### src/rtl/mem_access_sequencer.sv
`default_nettype none
// mem_access_sequencer: runs one CPU load/store at a time on a single-port memory bus (rev 1.0).
// It checks alignment, sets the byte lanes, handles waitrequest with a watchdog, and merges load data.
module mem_access_sequencer #(
  parameter int WAIT_LIMIT = 255
) (
  input  logic        clk,
  input  logic        reset,
  input  logic        req_valid,
  output logic        req_ready,
  input  logic [5:0]  req_opcode,
  input  logic [31:0] req_addr,
  input  logic [31:0] req_rt,
  output logic        resp_valid,
  output logic [31:0] resp_data,
  output logic        resp_err,
  output logic [31:0] address,
  output logic        read,
  output logic        write,
  output logic [3:0]  byteenable,
  output logic [31:0] writedata,
  input  logic [31:0] readdata,
  input  logic        waitrequest
);

  localparam int CNT_W = (WAIT_LIMIT < 2) ? 1 : $clog2(WAIT_LIMIT + 1);

  localparam logic [5:0] OP_LB  = 6'h20;
  localparam logic [5:0] OP_LH  = 6'h21;
  localparam logic [5:0] OP_LWL = 6'h22;
  localparam logic [5:0] OP_LW  = 6'h23;
  localparam logic [5:0] OP_LBU = 6'h24;
  localparam logic [5:0] OP_LHU = 6'h25;
  localparam logic [5:0] OP_LWR = 6'h26;
  localparam logic [5:0] OP_SB  = 6'h28;
  localparam logic [5:0] OP_SH  = 6'h29;
  localparam logic [5:0] OP_SW  = 6'h2B;

  localparam logic [1:0] ST_IDLE   = 2'd0;
  localparam logic [1:0] ST_ACCESS = 2'd1;
  localparam logic [1:0] ST_RESP   = 2'd2;

  logic [1:0]       state, state_next;
  logic [5:0]       lat_op;
  logic [1:0]       lat_k;
  logic [31:0]      lat_rt;
  logic [CNT_W-1:0] wd_cnt;
  logic             req_bad, lat_store, timeout;
  logic [5:0]       sh_lo;
  logic [31:0]      shifted, load_result;

  function automatic logic op_known(input logic [5:0] op);
    logic known;
    known = 1'b0;
    case (op)
      OP_LB, OP_LH, OP_LWL, OP_LW, OP_LBU, OP_LHU, OP_LWR, OP_SB, OP_SH, OP_SW: known = 1'b1;
      default: known = 1'b0;
    endcase
    return known;
  endfunction

  function automatic logic [3:0] lane_mask(input logic [5:0] op, input logic [1:0] k);
    logic [3:0] m;
    m = 4'b1111;
    case (op)
      OP_LB, OP_LBU, OP_SB: m = 4'b0001 << k;
      OP_LH, OP_LHU, OP_SH: m = k[1] ? 4'b1100 : 4'b0011;
      OP_LWL:               m = 4'b1111 >> (2'd3 - k);
      OP_LWR:               m = 4'b1111 << k;
      default:              m = 4'b1111;
    endcase
    return m;
  endfunction

  function automatic logic [31:0] store_data(input logic [5:0] op, input logic [31:0] rt);
    logic [31:0] d;
    d = rt;
    case (op)
      OP_SB:   d = {4{rt[7:0]}};
      OP_SH:   d = {2{rt[15:0]}};
      default: d = rt;
    endcase
    return d;
  endfunction

  assign req_bad = !op_known(req_opcode)
                 || ((req_opcode == OP_LH || req_opcode == OP_LHU || req_opcode == OP_SH) && req_addr[0])
                 || ((req_opcode == OP_LW || req_opcode == OP_SW) && (req_addr[1:0] != 2'b00));

  // Every store opcode has bit 3 set, and no load opcode does.
  assign lat_store = lat_op[3];
  assign timeout   = (WAIT_LIMIT != 0) && waitrequest && ((int'(wd_cnt) + 1) == WAIT_LIMIT);

  assign sh_lo   = {1'b0, lat_k, 3'b000};
  assign shifted = readdata >> sh_lo;

  always_comb begin
    load_result = readdata;
    case (lat_op)
      OP_LB:   load_result = {{24{shifted[7]}}, shifted[7:0]};
      OP_LBU:  load_result = {24'd0, shifted[7:0]};
      OP_LH:   load_result = {{16{shifted[15]}}, shifted[15:0]};
      OP_LHU:  load_result = {16'd0, shifted[15:0]};
      OP_LWL:  load_result = (readdata << (6'd24 - sh_lo)) | (lat_rt & (32'hFFFF_FFFF >> (sh_lo + 6'd8)));
      OP_LWR:  load_result = shifted | (lat_rt & ~(32'hFFFF_FFFF >> sh_lo));
      default: load_result = readdata;
    endcase
  end

  always_ff @(posedge clk or posedge reset) begin
    if (reset) state <= ST_IDLE;
    else       state <= state_next;
  end

  always_comb begin
    state_next = state;
    case (state)
      ST_IDLE:   if (req_valid) state_next = req_bad ? ST_RESP : ST_ACCESS;
      ST_ACCESS: if (!waitrequest || timeout) state_next = ST_RESP;
      ST_RESP:   state_next = ST_IDLE;
      default:   state_next = ST_IDLE;
    endcase
  end

  always_comb begin
    req_ready  = 1'b0;
    read       = 1'b0;
    write      = 1'b0;
    resp_valid = 1'b0;
    case (state)
      ST_IDLE:   req_ready = 1'b1;
      ST_ACCESS: begin
        read  = !lat_store;
        write = lat_store;
      end
      ST_RESP:   resp_valid = 1'b1;
      default:   req_ready = 1'b0;
    endcase
  end

  always_ff @(posedge clk or posedge reset) begin
    if (reset) begin
      lat_op     <= '0;
      lat_k      <= '0;
      lat_rt     <= '0;
      wd_cnt     <= '0;
      address    <= '0;
      byteenable <= '0;
      writedata  <= '0;
      resp_data  <= '0;
      resp_err   <= 1'b0;
    end else begin
      case (state)
        ST_IDLE: begin
          if (req_valid) begin
            lat_op <= req_opcode;
            lat_k  <= req_addr[1:0];
            lat_rt <= req_rt;
            wd_cnt <= '0;
            if (req_bad) begin
              resp_data <= '0;
              resp_err  <= 1'b1;
            end else begin
              address    <= {req_addr[31:2], 2'b00};
              byteenable <= lane_mask(req_opcode, req_addr[1:0]);
              writedata  <= store_data(req_opcode, req_rt);
            end
          end
        end
        ST_ACCESS: begin
          if (!waitrequest) begin
            resp_data <= lat_store ? 32'd0 : load_result;
            resp_err  <= 1'b0;
          end else if (timeout) begin
            resp_data <= '0;
            resp_err  <= 1'b1;
          end else begin
            wd_cnt <= wd_cnt + CNT_W'(1);
          end
        end
        default: wd_cnt <= wd_cnt;
      endcase
    end
  end

endmodule
`default_nettype wire
### config.mk
export PLATFORM = sky130hd
export DESIGN_NAME = mem_access_sequencer
export DESIGN_NICKNAME = d
export VERILOG_FILES = /design/src/rtl/mem_access_sequencer.sv
export SDC_FILE = /design/constraint.sdc
export NUM_CORES = 1
export LEC_CHECK = 0
export BUFFER_PORTS_ARGS = -buffer_cell sky130_fd_sc_hd__buf_2
export CORE_ASPECT_RATIO = 0.8
export CORE_MARGIN = 8
export CORE_UTILIZATION = 30
export DETAILED_ROUTE_END_ITERATION = 10
export HOLD_SLACK_MARGIN = 0.03
export MAX_ROUTING_LAYER = met4
export PLACE_DENSITY_LB_ADDON = 0.25
export SLEW_MARGIN = 0
export SYNTH_ARGS = -nofsm -noshare
export SYNTH_HDL_FRONTEND = slang
export SYNTH_SLANG_ARGS = --single-unit
### constraint.sdc
create_clock -name clk -period 6.65 [get_ports clk]
set_input_delay 0.9975 -clock clk [delete_from_list [all_inputs] [get_ports clk]]
set_output_delay 0.9975 -clock clk [all_outputs]
set_load 0.01 [all_outputs]
-- After elaboration in Yosys (flattened, before gate mapping)
Cells that the tools add are included.
- register bits after elaboration: 149
- input port bits: 106
- output and inout bits: 105
- logic and storage cells: 104
- add/subtract/negate cells: 5
- equality and inequality tests: 25
- shift-type cells: 7
- mux-type cells: 28
- bitwise operators: 6
- reductions and logical operators: 23
- operator list (cell ; count):
    case mux 32 bit (6 select lines) ; 1
    2-to-1 mux 32 bit ; 5
    case mux 32 bit (2 select lines) ; 2
    equality test 6 bit (second input constant) ; 16
    AND 32 bit ; 2
    bitwise OR 32 bit ; 2
    inverter 32 bit ; 1
    left shift 32 x 6 -> 32 bit ; 1
    >> shifter 32 x 5 -> 32 bit ; 1
    >> shifter 32 x 5 -> 32 bit (first input constant) ; 1
    >> shifter 32 x 6 -> 32 bit (first input constant) ; 1
    2-to-1 mux 8 bit ; 3
    case mux 4 bit (4 select lines) ; 1
    case mux 8 bit (2 select lines) ; 1
    != test 2 bit (second input constant) ; 5
    OR reduction 10 bit ; 1
    adder 8 x 1 -> 9 bit (second input constant) ; 1
    equality test 9 x 8 -> 1 bit (second input constant) ; 1
    2-to-1 mux 1 bit ; 9
    adder 8 x 1 -> 8 bit (second input constant) ; 1
    AND reduction 4 bit ; 2
    adder 5 x 4 -> 6 bit (second input constant) ; 1
    logical OR 1 bit ; 6
    2-to-1 mux 2 bit ; 3
    19 further kinds ; 26

-- Depth between registers and ports, before layout
Gate-level depths: netlist of run 1.
- depth after elaboration: 9
- mapped depth: 9

-- Worst setup path after synthesis of run 1
No wires, ideal clock.
- kind: input -> register
- start point: input port req_opcode[2]
- end point: register address[2]
- data arrival time: 2598 ps
- slack: 3925 ps
- stages on the path: 8
- path buffers: 4
- cells stage by stage: buf_2 o21a_1 o21a_1 or3_1 clkbuf_1 buf_2 buf_2 mux2_1
- cells in the longest elaborated chain, start to end: 8
- elaborated cells on any way between the ends: 22
- ends and longest elaborated chain (item ; RTL line ; text):
    start, declared ; 11 ; input logic [5:0] req_opcode,
    equality test 6 bit (on tied branches) ; 55, 87, 88 ;
    OR reduction 10 bit / logical OR 1 bit (equally long branches) ; 55, 87 ;
    2-to-1 mux 1 bit / logical OR 1 bit (equally long branches) ; 55, 87 ;
    logical NOT 1 bit / logical AND 1 bit (equally long branches) ; 86, 87 ;
    logical OR 1 bit ; 87 ; || ((req_opcode == OP_LH || req_opcode == OP_LHU || req_opcode == OP_SH) && req_addr[0])
    logical OR 1 bit (*) ; 88 ; || ((req_opcode == OP_LW || req_opcode == OP_SW) && (req_addr[1:0] != 2'b00));
    inverter 1 bit (no line) (*) ; n/a ;
    AND reduction 3 bit (no line) (*) ; n/a ;
    end signal, assigned ; 164 ; address <= {req_addr[31:2], 2'b00};
    end, declared ; 17 ; output logic [31:0] address,
Every way passes the cells marked *; elsewhere a longest branch is shown, timed or not.
A chain may end at the register's enable or synchronous reset.

-- Final worst setup path of run 1
- start point: register lat_op[3]
- end point: register resp_data[6]
- cells in the longest elaborated chain, start to end: 5
- elaborated cells on any way between the ends: 10
- ends and longest elaborated chain (item ; RTL line ; text):
    start, declared ; 44 ; logic [5:0] lat_op;
    start signal, assigned ; 156 ; lat_op <= req_opcode;
    equality test 6 bit ; 99 ; case (lat_op)
    case mux 32 bit (6 select lines) ; 99 ;
    2-to-1 mux 32 bit (*) ; 172 ; resp_data <= lat_store ? 32'd0 : load_result;
    2-to-1 mux 32 bit (*) ; 171 ; if (!waitrequest) begin
    case mux 32 bit (2 select lines) (*) ; 153 ; case (state)
    end signal, assigned ; 172 ;
    end, declared ; 15 ; output logic [31:0] resp_data,
Marked as above.

==> impl_metrics.py, run 1 <==
metrics = {
    "routing": {
        "wirelength_mm": 28.3,
        "routedWlPerCell_um": 20.9,
        "ant_nets": 0,
        "drc": 0,
        "dr.first_iter.drc_count": 673,
        "dr_total_vias": 7044,
        "firstDrtPassIters": 5,
        "viasPerCell": 5.19,
    },
    "global_routing": {
        "grt_pass1_wl_mm": 43.6,
        "grt_max_degree": 93,
        "grtUsageTotal": 0.182,
        "grt_pass1_vias": 7130,
        "antenna_found_initial": 3,
        "grt_overflow": 0,
    },
    "synthesis": {
        "netlist.area_leader.share": 0.466,
        "syn-cell-area_um2": 8000,
        "synth-seq-cells": 149,
        "synth.top_cells.by_area": "dfrtp_1 47%, nand2_1 8.3%, mux2_2 7.2%, mux2i_1 5.3%, mux4_2 3.9%",
        "synth_edf_count": 0,
        "seq_area_frac_synth": 0.466,
        "ys.flop_type": "dfrtp_1",
        "postSynthCellCount": 804,
        "yosysUniqueCellTypes": 64,
        "synthArstFlopShare": 1.00,
        "yosysTopAreaCell": "dfrtp_1",
        "synth_area_per_cell_um2": 9.95,
        "synth_warnings": 0,
    },
    "clocking": {
        "cts_buffers": 17,
        "cts_tree": "yes",
        "holdBufCountCts": 0,
        "root_buffer": "clkbuf_16",
        "post_cts_buffers": 0,
        "clk_latency_ns": 0.43,
        "h-tree-depth": 4,
        "max-clock-path-buffers": 2,
        "clk_pin_slew_worst_paths_ns": 0.06,
        "clock-sinks": 149,
        "cts_resized": 0,
    },
    "sta": {
        "setup_viol": 0,
        "period_needed_ns": 3.03,
        "final.setup.worst_slack_ns": 3.62,
        "hold_viol": 0,
        "worst_pin_slew_ns": 1.26,
        "clock_skew_ns": 0.0109,
        "finalCritPeriodShare": 0.456,
        "finalMaxSlewViolations": 0,
        "max_freq_ghz": 0.330,
        "whs_ns": 0.467,
        "rsz0062_at_grt": "false",
        "tns_ns": 0,
        "slew_headroom": 0.159,
    },
    "pwr": {
        "peakVddDrop_uv": 186,
        "power_mw": 2.98,
        "p_leak_nw": 4.81,
        "cellPowerDensity_nw_per_um2": 300,
    },
    "setup_path": {
        "critPathMaxFanout": 12,
        "crit_type": "reg2reg",
        "cp.arrival_ns": 3.35,
        "regToRegSetupSlack_ns": 3.62,
        "end_kind": "flop",
        "r2r_cells": 4,
        "r2r-start": "lat_op[3]$_DFFE_PP0P_",
        "critical_path_required_ns": 6.96,
        "worstSetupStartpointType": "flop",
        "r2r_end": "resp_data[6]$_DFFE_PP0P_",
    },
    "die": {
        "core_area_um2": 26300,
        "design.die.area_um2": 32200,
        "ioPinCount": 211,
        "die_h_um": 162,
        "start_util": 0.305,
        "die_w_um": 199,
        "fp-row-count": 53,
    },
    "place": {
        "dpl_cell_area_um2": 9330,
        "place_worst_setup_slack_ns": 3.41,
        "dpl.cell_count": 1323,
        "globalplace.congestion": 0.854,
        "port_buffers": 208,
        "dpl.hpwl_mm": 21.2,
    },
    "cells_and_area": {
        "drive_gt1_frac": 0.335,
        "area_delta_synth_final_pct": 24.1,
        "stdcell_area_um2": 9930,
        "final_common_cell": "buf_2",
        "stdcell_count": 1358,
        "nets": 1093,
        "final_util": 0.378,
        "final_cell_mix": "208 x buf_2, 178 x nand2_1, 149 x dfrtp_1",
    },
    "run_status": {
        "status": "complete, no violations",
    },
    "hold_path": {
        "hold_start": "lat_rt[29]$_DFFE_PP0P_",
        "holdPathStages": 2,
        "hp-class": "reg2reg",
        "hold_end": "lat_rt[29]$_DFFE_PP0P_",
    },
    "flow_run": {
        "cap_violations": 0,
    },
}
-- how the worst max path moves through the flow --
stage	start	endpoint	slack [ns]	cells after the start
floorplan	reset	address[10]$_DFFE_PP0P_	1.64	1
global placement	req_valid	address[9]$_DFFE_PP0P_	3.40	6
finish	lat_op[3]$_DFFE_PP0P_	resp_data[6]$_DFFE_PP0P_	3.62	4
global route	lat_op[3]$_DFFE_PP0P_	resp_data[7]$_DFFE_PP0P_	3.57	4
CTS	state[0]$_DFFE_PP0P_	write	3.70	3
detailed placement	req_valid	address[5]$_DFFE_PP0P_	3.41	6
-- final cells by class --
type	instances	area [µm²]
fillers	2709	16300
well taps	357	447
repair buffers	218	1120
clock buffers	19	453
flip-flops and latches	149	3730
multi-input cells	577	3950
inverters	22	87.6
diodes	3	7.51
clock inverters	13	141
-- registers in the layout, summed over array words and instances (netlist names), 4 cells and up --
register,count
address,30
byteenable,4
lat_op,6
lat_rt,32
resp_data,32
wd_cnt,8
writedata,32
-- routing by layer --
layer / up-vias / part of all wire / track usage
li1: 3287 / - / -
met1: 3435 / 0.47 / 0.253
met2: 292 / 0.43 / 0.257
met3: 30 / 0.079 / 0.0484
met4: 0 / 0.020 / 0.0508
met5: - / 0 / -
-- worst max-delay path: stages (launching register included) --
cell and delay [ns]:
dfrtp_1 0.47, or3b_1 0.46, a21oi_1 0.90, a21oi_1 0.59, a221o_2 0.48
-- synth_stat cells (4+ instances only) --
library cell  count
o21ai_1          12
a21oi_1          17
inv_1            20
a2bb2oi_1         5
o22ai_1           4
a221o_1           4
mux4_2           14
and2_1            4
a211o_1          11
a221o_2           8
nor2b_1           7
o21ai_0          62
nand2b_1          9
o21a_1            5
mux2_2           51
a31oi_1           4
mux2i_1          42
nand3b_1          4
buf_1             9
clkbuf_1         33
o221ai_1         24
nand3_1           7
a22oi_1          11
nand2_1         178
a211oi_1         11
buf_2            11
o2111ai_1         8
dfrtp_1         149
nor2_1           31
-- power by group --
part           internal, mW  total, mW  switching, mW
Sequential             1.09       1.22          0.132
Clock                 0.548      0.975          0.427
Combinational         0.338      0.786          0.448
Total                  1.98       2.98           1.01
-- kinds of logic after synthesis --
group | Yosys count | synth area share
flops | 149 | 0.466
fa+ha+maj | 2 | 0.00313
simple gates | 260 | 0.141
buf+inv | 79 | 0.0419
mux | 110 | 0.168
other cells | 1 | 0.000469
compound gates | 203 | 0.180
(Power assumes the default switching activity.)
==> run 2, diff against run 1 <==
--- a/config.mk
+++ b/config.mk
@@ -5,6 +5,7 @@
 export SDC_FILE = /design/constraint.sdc
 export NUM_CORES = 1
 export LEC_CHECK = 0
+export ABC_AREA = 1
 export BUFFER_PORTS_ARGS = -buffer_cell sky130_fd_sc_hd__buf_2
 export CORE_ASPECT_RATIO = 0.8
 export CORE_MARGIN = 8
==> constraint.sdc (replaced) <==
create_clock -name clk -period 2.9 [get_ports clk]
set_input_delay 0.435 -clock clk [delete_from_list [all_inputs] [get_ports clk]]
set_output_delay 0.435 -clock clk [all_outputs]
set_load 0.01 [all_outputs]
==> run 2 against run 1 <==
Against the previous run: register-to-register slack lost 2.9 ns; fmax grew 36%; via count grew 13%; area after synthesis grew 1.8%; first-iteration DRC count grew 0.15%; global-route usage shrank 0.43 points; hold slack lost 0.23 ns; utilization is essentially flat; synthesized cell count grew 38%; critical path type unchanged; critical endpoint is now resp_data[25]$_DFFE_PP0P_.
==> impl_metrics.py, run 2 <==
metrics = {
    "sta": {
        "finalMaxSlewViolations": 0,
        "setup_viol": 0,
        "period_needed_ns": 2.23,
        "worst_pin_slew_ns": 0.769,
        "slew_headroom": 0.482,
        "tns_ns": 0,
        "max_freq_ghz": 0.449,
        "hold_viol": 0,
        "rsz0062_at_grt": "false",
        "finalCritPeriodShare": 0.768,
        "clock_skew_ns": 0.0143,
    },
    "routing": {
        "firstDrtPassIters": 5,
        "dr_total_vias": 7929,
        "drc": 0,
        "dr.first_iter.drc_count": 674,
        "routedWlPerCell_um": 17.0,
        "wirelength_mm": 28.5,
        "viasPerCell": 4.72,
        "ant_nets": 0,
    },
    "synthesis": {
        "syn-cell-area_um2": 8150,
        "synth.top_cells.by_area": "dfrtp_1 46%, nand2_1 16%, o21ai_0 8.5%, inv_1 5.9%, o21ai_1 2.9%",
        "ys.flop_type": "dfrtp_1",
        "synth-simple-area-share": 0.237,
        "synthArstFlopShare": 1.00,
        "synth_area_per_cell_um2": 7.35,
        "synth_edf_count": 0,
        "yosysTopAreaCell": "dfrtp_1",
        "netlist.area_leader.share": 0.458,
        "yosysUniqueCellTypes": 30,
        "synth_top_family_by_area": "simple AND/OR/NAND/NOR gates",
        "synth_common_cells": "343 x nand2_1, 149 x dfrtp_1, 139 x o21ai_0",
        "synth.most_common_cell": "nand2_1",
        "synth_mux_area_frac": 0.0111,
        "postSynthCellCount": 1108,
        "synthXorXnorAreaFrac": 0,
        "synth-compound-area-share": 0.191,
        "synthAdderAreaFrac": 0.00307,
        "synth-seq-cells": 149,
        "synth_warnings": 0,
        "seq_area_frac_synth": 0.458,
    },
    "run_status": {
        "status": "complete, no violations",
    },
    "clocking": {
        "clock-sinks": 149,
        "post_cts_buffers": 0,
        "clk_pin_slew_worst_paths_ns": 0.06,
        "cts_resized": 0,
        "root_buffer": "clkbuf_16",
        "cts_tree": "yes",
        "cts_buffers": 17,
        "max-clock-path-buffers": 2,
        "clk_latency_ns": 0.44,
        "h-tree-depth": 4,
    },
    "cells_and_area": {
        "final_cell_mix": "342 x nand2_1, 208 x buf_2, 149 x dfrtp_1",
        "final_common_cell": "nand2_1",
        "drive_gt1_frac": 0.227,
        "area_delta_synth_final_pct": 25.1,
        "nets": 1407,
        "final_util": 0.378,
        "stdcell_area_um2": 10200,
        "nFillCells": 2873,
        "reg_top3": "lat_rt x32, resp_data x32, writedata x32",
    },
    "place": {
        "port_buffers": 208,
        "globalplace.congestion": 0.925,
        "dpl.hpwl_mm": 21.9,
        "dpl_cell_area_um2": 9540,
    },
    "setup_path": {
        "slowest_stage": "dfrtp_1",
        "cpPeakStageDelay_ns": 0.74,
        "end_kind": "flop",
        "worstSetupStartpointType": "flop",
        "cp_cell_sequence": "buf_4 > o21ai_0 > a21oi_1 > nand3_1 > nand2_1 > nand2_1",
        "critical_path_required_ns": 3.22,
        "crit_type": "reg2reg",
        "cpMostUsedCell": "nand2_1",
        "critPathMaxFanout": 45,
        "cp.arrival_ns": 2.55,
    },
    "die": {
        "die_h_um": 163,
        "ioPinCount": 211,
        "design.die.area_um2": 32700,
        "fp-row-count": 54,
        "start_util": 0.302,
        "core_area_um2": 27000,
        "die_w_um": 200,
    },
    "flow_run": {
        "cap_violations": 0,
    },
    "pwr": {
        "peakVddDrop_uv": 420,
        "p_leak_nw": 5.33,
        "cellPowerDensity_nw_per_um2": 738,
        "power_mw": 7.52,
    },
    "global_routing": {
        "antenna_found_initial": 4,
        "grt_overflow": 0,
        "grt_max_degree": 79,
        "grtUsageTotal": 0.178,
        "grt_pass1_wl_mm": 44.4,
        "grt_pass1_vias": 7763,
    },
    "hold_path": {
        "hp-class": "in2reg",
    },
}
==> run 2: cell count changes in the layout (fill, tap and decap cells not counted), sizes merged, moves of 21 or more <==
cell    delta
nand2    +168
nand3     +37
mux2i     -42
a21oi     +29
inv      +106
o211ai    +21
nor2      +33
o21ai    +124
mux2      -46
o221ai    -25
==> run 2: final timing paths <==
path / start / endpoint / slack (ns) / cells after the start
worst max-delay path: lat_k[1]$_DFFE_PP0P_ / resp_data[25]$_DFFE_PP0P_ / 0.67 / 6
worst min-delay path: req_addr[2] / address[2]$_DFFE_PP0P_ / 0.24 / 3
worst max register to register: lat_k[1]$_DFFE_PP0P_ / resp_data[25]$_DFFE_PP0P_ / 0.67 / 6
worst min register to register: resp_data[20]$_DFFE_PP0P_ / resp_data[20]$_DFFE_PP0P_ / 0.46 / 2
max in group asynchronous: reset / resp_data[8]$_DFFE_PP0P_ / 1.51 / 4
min in group asynchronous: reset / address[5]$_DFFE_PP0P_ / 0.60 / 3
==> run 2: cells by family (layout without fill, tap and decap cells) <==
family / count (synthesis) / after routing
compound gates: 284 / 284
fa+ha+maj: 2 / 2
buf+inv: 190 / 392
flops: 149 / 149
mux: 8 / 8
other cells: 1 / 6
simple gates: 474 / 474
==> run 2: layout make-up <==
| class | instances | area, µm² | area share |
|---|---|---|---|
| flip-flops and latches | 149 | 3730 | 0.366 |
| multi-input cells | 770 | 3620 | 0.355 |
| repair buffers | 228 | 1240 | 0.122 |
| inverters | 133 | 503 | 0.0494 |
| clock buffers | 21 | 460 | 0.0452 |
| well taps | 364 | 455 | 0.0447 |
| clock inverters | 10 | 171 | 0.0168 |
| diodes | 4 | 10.0 | 0.000982 |
==> run 2: where the power goes <==
part           switching [mW]  total [mW]  internal, mW
combinational            1.40        2.21         0.801
clock                   0.925        2.42          1.49
sequential              0.316        2.90          2.59
==> run 2: worst max-delay path, delay by kind of cell, from the launching register on <==
family / cells / cell delay (ns)
buf+inv: 1 / 0.48
simple gates: 3 / 0.23
compound gates: 2 / 0.65
flops: 1 / 0.74
==> run 2: timing repair <==
item | CTS | global route
hold buffers | 1 | 0
endpoints found under the hold margin | 13 | 0
endpoints found under the setup margin | 0 | 0
==> run 2: per-layer routing <==
| metal | up-vias | global-route usage | wire length, µm |
|---|---|---|---|
| met5 | - | - | 0 |
| met4 | 0 | 0.0434 | 389 |
| met3 | 29 | 0.0464 | 1750 |
| met2 | 227 | 0.267 | 12800 |
| met1 | 3696 | 0.236 | 13500 |
| li1 | 3977 | - | - |
==> run 2: through the flow <==
step                      instances  setup WS [ns]  hold slack (ns)
final                          1679          0.672            0.235
after global routing           1679          0.452            0.221
after CTS                      1675          0.707            0.212
after detailed placement       1643          0.590            0.457
after global placement         1643          0.606            0.449
after floorplan                1109          0.590            0.453
